## src/rtl/bicubic_pkg.sv

```systemverilog
// Shared types and constants for the bicubic front-end blocks.
package bicubic_pkg;

    // Frame sequencer states
    typedef enum logic [1:0] {
        ST_IDLE  = 2'd0,
        ST_RUN   = 2'd1,
        ST_DRAIN = 2'd2,
        ST_DONE  = 2'd3
    } state_t;

    // Tag field carried alongside each pixel; stored above the pixel bits
    localparam int TAG_W   = 3;
    localparam int TAG_SOF = 0;
    localparam int TAG_EOL = 1;
    localparam int TAG_EOF = 2;

endpackage

```

## src/rtl/bicubic_skid2.sv

```systemverilog
// Generic 2-entry valid/ready skid buffer. e0 is always the head and drives
// the output directly, so a push into an empty buffer is visible next cycle.
// count_next is exported so the producer can register its ready early.
module bicubic_skid2 #(
    parameter int W = 27
) (
    input  logic         clk,
    input  logic         rst_n,
    input  logic         flush,
    input  logic         in_valid,
    input  logic [W-1:0] in_data,
    output logic         out_valid,
    input  logic         out_ready,
    output logic [W-1:0] out_data,
    output logic [1:0]   count,
    output logic [1:0]   count_next
);

    logic [W-1:0] e0, e1;
    logic         push, pop;

    assign out_valid = (count != 2'd0);
    assign out_data  = e0;

    // Occupancy bookkeeping; a full buffer never accepts, so no overwrite
    always_comb begin
        push       = in_valid && (count != 2'd2);
        pop        = (count != 2'd0) && out_ready;
        count_next = count;
        if (flush)
            count_next = 2'd0;
        else if (push && !pop)
            count_next = count + 2'd1;
        else if (pop && !push)
            count_next = count - 2'd1;
    end

    // Entry storage: pop shifts e1 into the head, push fills the first free slot
    always_ff @(posedge clk or negedge rst_n) begin
        if (!rst_n) begin
            count <= 2'd0;
            e0    <= '0;
            e1    <= '0;
        end else begin
            count <= count_next;
            if (flush) begin
                e0 <= '0;
                e1 <= '0;
            end else begin
                if (pop && count == 2'd2)
                    e0 <= e1;
                if (push) begin
                    if (count == 2'd0 || (count == 2'd1 && pop))
                        e0 <= in_data;
                    else
                        e1 <= in_data;
                end
            end
        end
    end

endmodule

```

## src/rtl/bicubic_frame_seq.sv

```systemverilog
// Frame sequencer: admits one WIDTH x HEIGHT frame per start, tags pixels
// with SOF/EOL/EOF, buffers them through a 2-entry skid and waits for the
// core's write-back before reporting frame_done.
module bicubic_frame_seq
    import bicubic_pkg::*;
#(
    parameter int WIDTH  = 960,
    parameter int HEIGHT = 540,
    parameter int DW     = 24,
    parameter int CW     = 16
) (
    input  logic          clk,
    input  logic          rst_n,
    input  logic          start,
    input  logic          abort,
    input  logic          s_valid,
    output logic          s_ready,
    input  logic [DW-1:0] s_data,
    output logic          m_valid,
    input  logic          m_ready,
    output logic [DW-1:0] m_data,
    output logic          m_sof,
    output logic          m_eol,
    output logic          m_eof,
    input  logic          core_done,
    output logic          busy,
    output logic          frame_done,
    output logic          err
);

    localparam int            EW       = DW + TAG_W;
    localparam logic [CW-1:0] COL_LAST = CW'(WIDTH - 1);
    localparam logic [CW-1:0] ROW_LAST = CW'(HEIGHT - 1);

    state_t           state, state_next;
    logic [CW-1:0]    col, row;
    logic             done_seen;
    logic             start_go, accept, last_pix, flush;
    logic [TAG_W-1:0] tag_in;
    logic [EW-1:0]    head;
    logic [1:0]       count, count_next;

    // abort outranks everything, including a start in IDLE
    assign start_go = start & ~abort & (state == ST_IDLE);
    assign accept   = s_valid & s_ready & ~abort;
    assign flush    = abort | start_go;
    assign last_pix = accept & (col == COL_LAST) & (row == ROW_LAST);

    assign busy       = (state != ST_IDLE);
    assign frame_done = (state == ST_DONE);

    // Tags come from the pre-increment position of the pixel being accepted
    always_comb begin
        tag_in          = '0;
        tag_in[TAG_SOF] = (col == '0) && (row == '0);
        tag_in[TAG_EOL] = (col == COL_LAST);
        tag_in[TAG_EOF] = (col == COL_LAST) && (row == ROW_LAST);
    end

    bicubic_skid2 #(.W(EW)) u_skid (
        .clk        (clk),
        .rst_n      (rst_n),
        .flush      (flush),
        .in_valid   (accept),
        .in_data    ({tag_in, s_data}),
        .out_valid  (m_valid),
        .out_ready  (m_ready),
        .out_data   (head),
        .count      (count),
        .count_next (count_next)
    );

    assign m_data = head[DW-1:0];
    assign m_sof  = head[DW+TAG_SOF];
    assign m_eol  = head[DW+TAG_EOL];
    assign m_eof  = head[DW+TAG_EOF];

    // State register
    always_ff @(posedge clk or negedge rst_n) begin
        if (!rst_n) state <= ST_IDLE;
        else        state <= state_next;
    end

    // Next-state logic
    always_comb begin
        state_next = state;
        if (abort) begin
            state_next = ST_IDLE;
        end else begin
            case (state)
                ST_IDLE:  if (start) state_next = ST_RUN;
                ST_RUN:   if (last_pix) state_next = ST_DRAIN;
                ST_DRAIN: if (count == 2'd0 && (done_seen || core_done))
                              state_next = ST_DONE;
                ST_DONE:  state_next = ST_IDLE;
                default:  state_next = ST_IDLE;
            endcase
        end
    end

    // Column/row position of the next pixel to be accepted
    always_ff @(posedge clk or negedge rst_n) begin
        if (!rst_n) begin
            col <= '0;
            row <= '0;
        end else if (start_go) begin
            col <= '0;
            row <= '0;
        end else if (accept) begin
            if (col == COL_LAST) begin
                col <= '0;
                row <= row + CW'(1);
            end else begin
                col <= col + CW'(1);
            end
        end
    end

    // core_done is only remembered while draining; earlier pulses just flag err
    always_ff @(posedge clk or negedge rst_n) begin
        if (!rst_n)
            done_seen <= 1'b0;
        else if (abort || state != ST_DRAIN)
            done_seen <= 1'b0;
        else if (core_done)
            done_seen <= 1'b1;
    end

    // Sticky error: write-back completion reported before the frame was drained
    always_ff @(posedge clk or negedge rst_n) begin
        if (!rst_n)
            err <= 1'b0;
        else if (start_go)
            err <= 1'b0;
        else if (!abort && core_done && (state == ST_IDLE || state == ST_RUN))
            err <= 1'b1;
    end

    // Registered source ready: running next cycle with room for one more pixel
    always_ff @(posedge clk or negedge rst_n) begin
        if (!rst_n) s_ready <= 1'b0;
        else        s_ready <= (state_next == ST_RUN) && (count_next <= 2'd1);
    end

endmodule

```

## config.mk

```make
export PLATFORM = sky130hd
export DESIGN_NAME = bicubic_frame_seq
export DESIGN_NICKNAME = d
export VERILOG_FILES = /design/src/rtl/bicubic_pkg.sv /design/src/rtl/bicubic_skid2.sv /design/src/rtl/bicubic_frame_seq.sv
export SDC_FILE = /design/constraint.sdc
export NUM_CORES = 1
export LEC_CHECK = 0
export ABC_AREA = 1
export CAP_MARGIN = 10
export CORE_UTILIZATION = 40
export CTS_BUF_LIST = sky130_fd_sc_hd__clkbuf_8
export DETAILED_ROUTE_END_ITERATION = 10
export GPL_TIMING_DRIVEN = 1
export RECOVER_POWER = 25
export SLEW_MARGIN = 40
export SYNTH_ARGS = -nofsm -noshare
export SYNTH_HDL_FRONTEND = slang
export SYNTH_HIERARCHICAL = 1
export SYNTH_SLANG_ARGS = --single-unit
```

## constraint.sdc

```tcl
create_clock -name clk -period 2.06 [get_ports clk]
set_clock_uncertainty 0.05 [all_clocks]
set_input_delay 0.206 -clock clk [delete_from_list [all_inputs] [get_ports clk]]
set_output_delay 0.206 -clock clk [all_outputs]
set_load 0.05 [all_outputs]
```

Yosys cells after proc, flatten, opt, wreduce, memory -nomap -nowiden
Cells that the tools add are included.
{"block": "word_totals", "romBits": 0, "ramBits": 0, "ff_bits": 93, "input_bits": 31, "wordCells": 90, "out_inout_bits": 32, "n_memories": 0, "latchBits": 0}
{"block": "classes", "order_cmp": 1, "reduce_logical": 32, "n_mux": 25, "n_eq_ne": 11, "n_bitwise": 8, "shift": 0, "n_div": 0, "addsub": 4, "multipliers": 0}
{"op": "27-bit 2-to-1 mux", "n": 7}
{"op": "16-bit 2-to-1 mux", "n": 6}
{"op": "16-bit by 1-bit adder with 16-bit output, second input constant", "n": 2}
{"op": "16-bit by 10-bit == test with 1-bit output, second input constant", "n": 2}
{"op": "16-bit logical NOT", "n": 2}
{"op": "2-bit 2-to-1 mux", "n": 7}
{"op": "2-bit nonzero test", "n": 7}
{"op": "1-bit logical AND", "n": 12}
{"op": "2-bit case mux with 4 select lines", "n": 1}
{"op": "1-bit bitwise AND", "n": 6}
{"op": "2-bit by 1-bit == test with 1-bit output, second input constant", "n": 3}
{"op": "2-bit == test, second input constant", "n": 3}
{"op": "2-bit inequality test, second input constant", "n": 3}
{"op": "2-bit logical NOT", "n": 2}
{"op": "1-bit logical OR", "n": 4}
{"op": "1-bit 2-to-1 mux", "n": 4}
{"op": "2-bit AND reduction", "n": 2}
{"op": "1-bit logical NOT", "n": 3}
{"op": "2-bit by 1-bit adder with 2-bit output, second input constant", "n": 1}
{"op": "2-bit by 1-bit <= comparator with 1-bit output, second input constant", "n": 1}
{"op": "2-bit by 1-bit subtractor with 2-bit output, second input constant", "n": 1}
{"op": "1-bit NOT", "n": 1}
{"op": "1-bit OR", "n": 1}

Depth between registers and ports, before layout
Gate-level depths: netlist of run 1.
{"block": "logic_depth", "ltp_word": 10, "depth_mapped": 13, "ltp_nobuf": 12}

Modules after synthesis
Netlist of run 1, hierarchy kept.
{"mod": "bicubic_skid2", "n_inst": 1, "seq_area_each_um2": 1401.3, "area_each_um2": 2822.7, "cells_each": 378}
{"mod": "bicubic_frame_seq", "n_inst": 1, "seq_area_each_um2": 925.9, "area_each_um2": 2393.5, "cells_each": 335}

Least setup slack after synthesis of run 1
Ideal clock, no wire load.
{"block": "synth_timing", "path_type": "register to register", "startpoint": "register s_ready", "endpoint": "register s_ready", "stages_incl_launch_ff": 12, "arrival_time_ns": 1.647, "path_slack_ns": 0.247, "period_less_slack_ns": 1.813, "t_required_ns": 1.894, "setup_ns": 0.116, "n_path_buf": 0, "cell_sequence": "dfrtp_1 nand3_1 inv_1 nand2_4 inv_2 nand2_1 nand3_1 nand2_1 nor2_1 inv_1 nand3_1 nor2_1"}
{"block": "synth_via", "elab_chain_len": 10, "elab_cells_between_ends": 17, "classes_between": "1 x order compare; 1 x eq/ne; 6 x mux; 4 x bitwise; 5 x reduce/logical"}
{"item": "start: declaration", "line_no": "bicubic_frame_seq.sv:17", "rtl": "output logic s_ready,"}
{"item": "start signal: assignment", "line_no": "bicubic_frame_seq.sv:142", "rtl": "else s_ready <= (state_next == ST_RUN) && (count_next <= 2'd1);"}
{"item": "1-bit bitwise AND * (2 in series)", "line_no": "bicubic_frame_seq.sv:45", "rtl": "assign accept = s_valid & s_ready & ~abort;"}
{"item": "net accept", "line_no": "bicubic_frame_seq.sv:38", "rtl": "logic start_go, accept, last_pix, flush;"}
{"item": "1-bit logical AND *", "line_no": "bicubic_skid2.sv:27", "rtl": "push = in_valid && (count != 2'd2);"}
{"item": "1-bit logical NOT", "line_no": "bicubic_skid2.sv:34", "rtl": "else if (pop && !push)"}
{"item": "1-bit logical AND", "line_no": "bicubic_skid2.sv:34"}
{"item": "2-bit 2-to-1 mux", "line_no": "bicubic_skid2.sv:34"}
{"item": "2-bit 2-to-1 mux *", "line_no": "bicubic_skid2.sv:32", "rtl": "else if (push && !pop)"}
{"item": "2-bit 2-to-1 mux *", "line_no": "bicubic_skid2.sv:30", "rtl": "if (flush)"}
{"item": "net count_next[1]", "line_no": "bicubic_frame_seq.sv:41", "rtl": "logic [1:0] count, count_next;"}
{"item": "2-bit by 1-bit <= comparator with 1-bit output *", "line_no": "bicubic_frame_seq.sv:142"}
{"item": "1-bit logical AND *", "line_no": "bicubic_frame_seq.sv:142"}
Mark *: on every way through the listed nets, which the timed path passes. The rest lies on a longest branch.
A chain may end at the register's enable or synchronous reset.

Worst setup path in the final report of run 1
{"block": "layout_timing", "startpoint": "register u_skid.e0[24], in the netlist u_skid/out_data[24]", "endpoint": "output m_sof"}
{"item": "start: declaration", "line_no": "bicubic_skid2.sv:19", "rtl": "logic [W-1:0] e0, e1;"}
{"item": "start signal: assignment", "line_no": "bicubic_skid2.sv:54", "rtl": "e0 <= in_data;"}
{"item": "end: declaration", "line_no": "bicubic_frame_seq.sv:22", "rtl": "output logic m_sof,"}
No word-level cell between the ends.

==> results.md, run 1 <==
* Register Area at 2330 um^2
* Yosys cell types at 34
* Slew @ Worst Pin at 0.991 ns
* Overall global routing resource usage at 19.9%
* Final Non-Filler Cells at 955
* Max-Slew Margin vs Limit at 34.0%
* Data required time of the worst path at 1.80 ns
* Placed cell count at 939
* Initial antenna violation count at 0
* Endpoints failing hold at 0
* Clk buf depth at 2
* Worst reg2reg setup slack at 0.25 ns
* Via Count at 4593
* PwrDens at 672 nW/um^2
* CP Capture Type: output pin
* Synth top area share at 44.6%
* Global-route wire length before repair at 20.9 mm
* # H-tree levels at 3
* Crit Path Max Fanout at 2
* Root Driver: clkbuf_8
* Post-Syn Nets at 751
* Worst Path Arrival at 1.61 ns
* Pin count of the biggest net entering global routing at 40
* Antenna cells at 0
* Crit share post-route at 90.6%
* Dpl ws at 0.00602 ns
* Max Cap Viol at 0
* Core ar. at 12700 um^2
* DRC at 0
* #FFs+latches synth at 93
* Sink Count at 93
* IO buf count at 62
* Layout Area Growth over Synthesis at 19.1%
* Syn Std Cell Area at 5220 um^2
* Initial Util at 41.2%
* Rows at 41
* Avg WL per Cell at 12.8 um
* Layout cell share with drive strength beyond 1 at 9.96%
* Setup bufs post-CTS at 0
* Count leader, synth: nand2_1
* Buf/Inv on CP at 1
* Clock Pin Slew Worst Setup and Hold Paths at 0.09 ns
* Critical Path Start Type: flip-flop
* Synth warn at 6
* Sequential share of the synthesized area at 44.6%
* Final nets at 817
* Total gr overflow at 0
* CP Cell Sequence: clkdlybuf4s50_1
* Area leader, netlist: dfrtp_1
* Tmin final at 1.87 ns
* Kind of cell adding the most delay to the critical path: buffers and inverters
* CTS tree: built
* Slowest Stage Delay on Critical Path at 0.86 ns
* Post-route ant nets at 0
* Ranking of synthesized cells by area: dfrtp_1 (45%), nand2_1 (16%), nor2_1 (7.7%), nand3_1 (6.9%), inv_1 (4.4%)
* Slowest cell on the critical path: clkdlybuf4s50_1
* Status: complete, no violations
* Clock Latency Late Sink at 0.38 ns
* Top cells by count, synth: nand2_1 (216), nor2_1 (107), dfrtp_1 (93), nand3_1 (72), inv_1 (61)
* Max IR drop VDD at 0.415 mV
* Fillers at 1257
* DIE AREA at 13500 um^2
* RSZ-0062 raised after global routing: false
* Max Transition Viols Final at 0
* Avg Inst Size Synth at 7.32 um^2
* Placer congestion estimate at 0.878
* Vias in the first global route at 4360
* Iter 0 DRT Violations at 360
* WL final at 12.2 mm
* Ports at 63
* TritonCTS buffer count at 9
* Main synth FF type: dfrtp_1
* Crit path kind: reg -> out
* Fmax at 0.536 GHz
* DR pass1 iterations at 5
* Worst setup margin at 0.193 ns
* Vias/cell at 4.81
* Design Area, Final at 6210 um^2
* Worst hold path type: in -> reg
* Area after DPL at 6030 um^2
* Setup violators final at 0
* Number of flops mapped to enable cells by yosys at 0
* TNS Setup at 0 ns
* Synth async-reset ratio at 100%
* Multi-input gate area at 2420 um^2
* Die X-Extent at 116 um
* HPWL after DPL at 8.74 mm
* P_leak at 3.21 nW
* Post-Syn Instances at 713
* Die Y at 116 um
==> through the flow <==
stage / power (mW) / hold slack [ns] / util [%]
global placement: 2.98 / 0.180 / 47.6
global route: 4.44 / 0.373 / 49.0
finish: 4.18 / 0.372 / 49.0
detailed placement: 2.99 / 0.182 / 47.6
CTS: 4.24 / 0.317 / 49.2
floorplan: 2.68 / -0.140 / -
==> repair_timing <==
| item | 4_1_cts | 5_1_grt |
|---|---|---|
| endpoints found under the hold margin | 36 | 0 |
| gates resized for setup | 1 | 0 |
| setup endpoints to repair | 1 | 0 |
| hold buffers | 1 | 0 |
==> final timing paths <==
kind | start | to | cells after the start
min reg2reg | u_skid/e1[16] | u_skid/e1[16] | 2
max reg2reg | col[1] | row[5] | 9
max | u_skid/out_data[24] | m_sof | 1
min | s_data[15] | u_skid/e1[15] | 3
min in group asynchronous | rst_n | u_skid/out_data[0] | 2
max in group asynchronous | rst_n | col[4] | 3
==> layer usage <==
metal / track usage, % / vias up / routed length, um
met2: 31.5 / 110 / 5460
met3: 2.85 / 13 / 593
met4: 7.69 / 0 / 188
met5: 0 / - / 0
li1: - / 2363 / -
met1: 27.4 / 2107 / 6000
==> cell usage in the layout (no fill, tap or decap), drive strengths merged <==
cell type	synthesis	layout
or2	1	1
nand4	5	5
clkdlybuf4s50	0	58
a21oi	11	11
nor2	116	116
clkinv	0	1
o21bai	3	3
xnor2	2	2
xor2	4	4
a21boi	1	1
ha	7	7
clkbuf	3	12
clkinvlp	0	1
nand3	75	75
a31oi	1	1
nand2	226	226
dlygate4sd2	0	1
nor4	2	2
buf	21	17
bufinv	0	1
nor3	12	12
inv	77	79
dfrtp	93	93
and3	1	1
dlygate4sd3	0	1
o21ai	52	52
==> power breakdown <==
part	total (mW)	leakage (nW)	internal, mW	switching, mW
clock	1.23	0.101	0.581	0.647
sequential	2.06	1.27	1.95	0.111
combinational	0.891	1.83	0.320	0.572
total	4.18	3.21	2.85	1.33
==> cells by family (layout without fill, tap and decap cells) <==
logic type / count (synthesis) / after routing / share of synthesized area (%)
AND/OR/NAND/NOR: 438 / 438 / 36.5
buffers and inverters: 101 / 171 / 8.97
flip-flops: 93 / 93 / 44.6
AO/OA/AOI/OAI: 68 / 68 / 7.24
adder cells (fa/ha/maj): 7 / 7 / 1.68
XOR/XNOR: 6 / 6 / 1.01
==> state kept, by name, indices dropped and copies added (netlist names) <==
register and flops:
col 16, done_seen 1, u_skid/out_data 27, state 2, row 16, s_ready 1
u_skid/e1 27, err 1, u_skid/count 2
==> final cells by class <==
class                   count  area share (%)
inverters                  77            4.73
repair buffers             79            12.3
flip-flops and latches     93            37.5
multi-input cells         519            39.0
clock inverters             5           0.866
well taps                 172            3.46
clock buffers              10            2.22
Note: power is estimated with default switching activity, not from simulation.
==> inputs of run 2 (changes only) <==
--- a/config.mk
+++ b/config.mk
@@ -12,7 +12,6 @@
 export DETAILED_ROUTE_END_ITERATION = 10
 export GPL_TIMING_DRIVEN = 1
 export RECOVER_POWER = 25
-export SLEW_MARGIN = 40
 export SYNTH_ARGS = -nofsm -noshare
 export SYNTH_HDL_FRONTEND = slang
 export SYNTH_HIERARCHICAL = 1
==> results of run 2 <==
No change in the layout: final DEF, timing and power equal those of run 1.
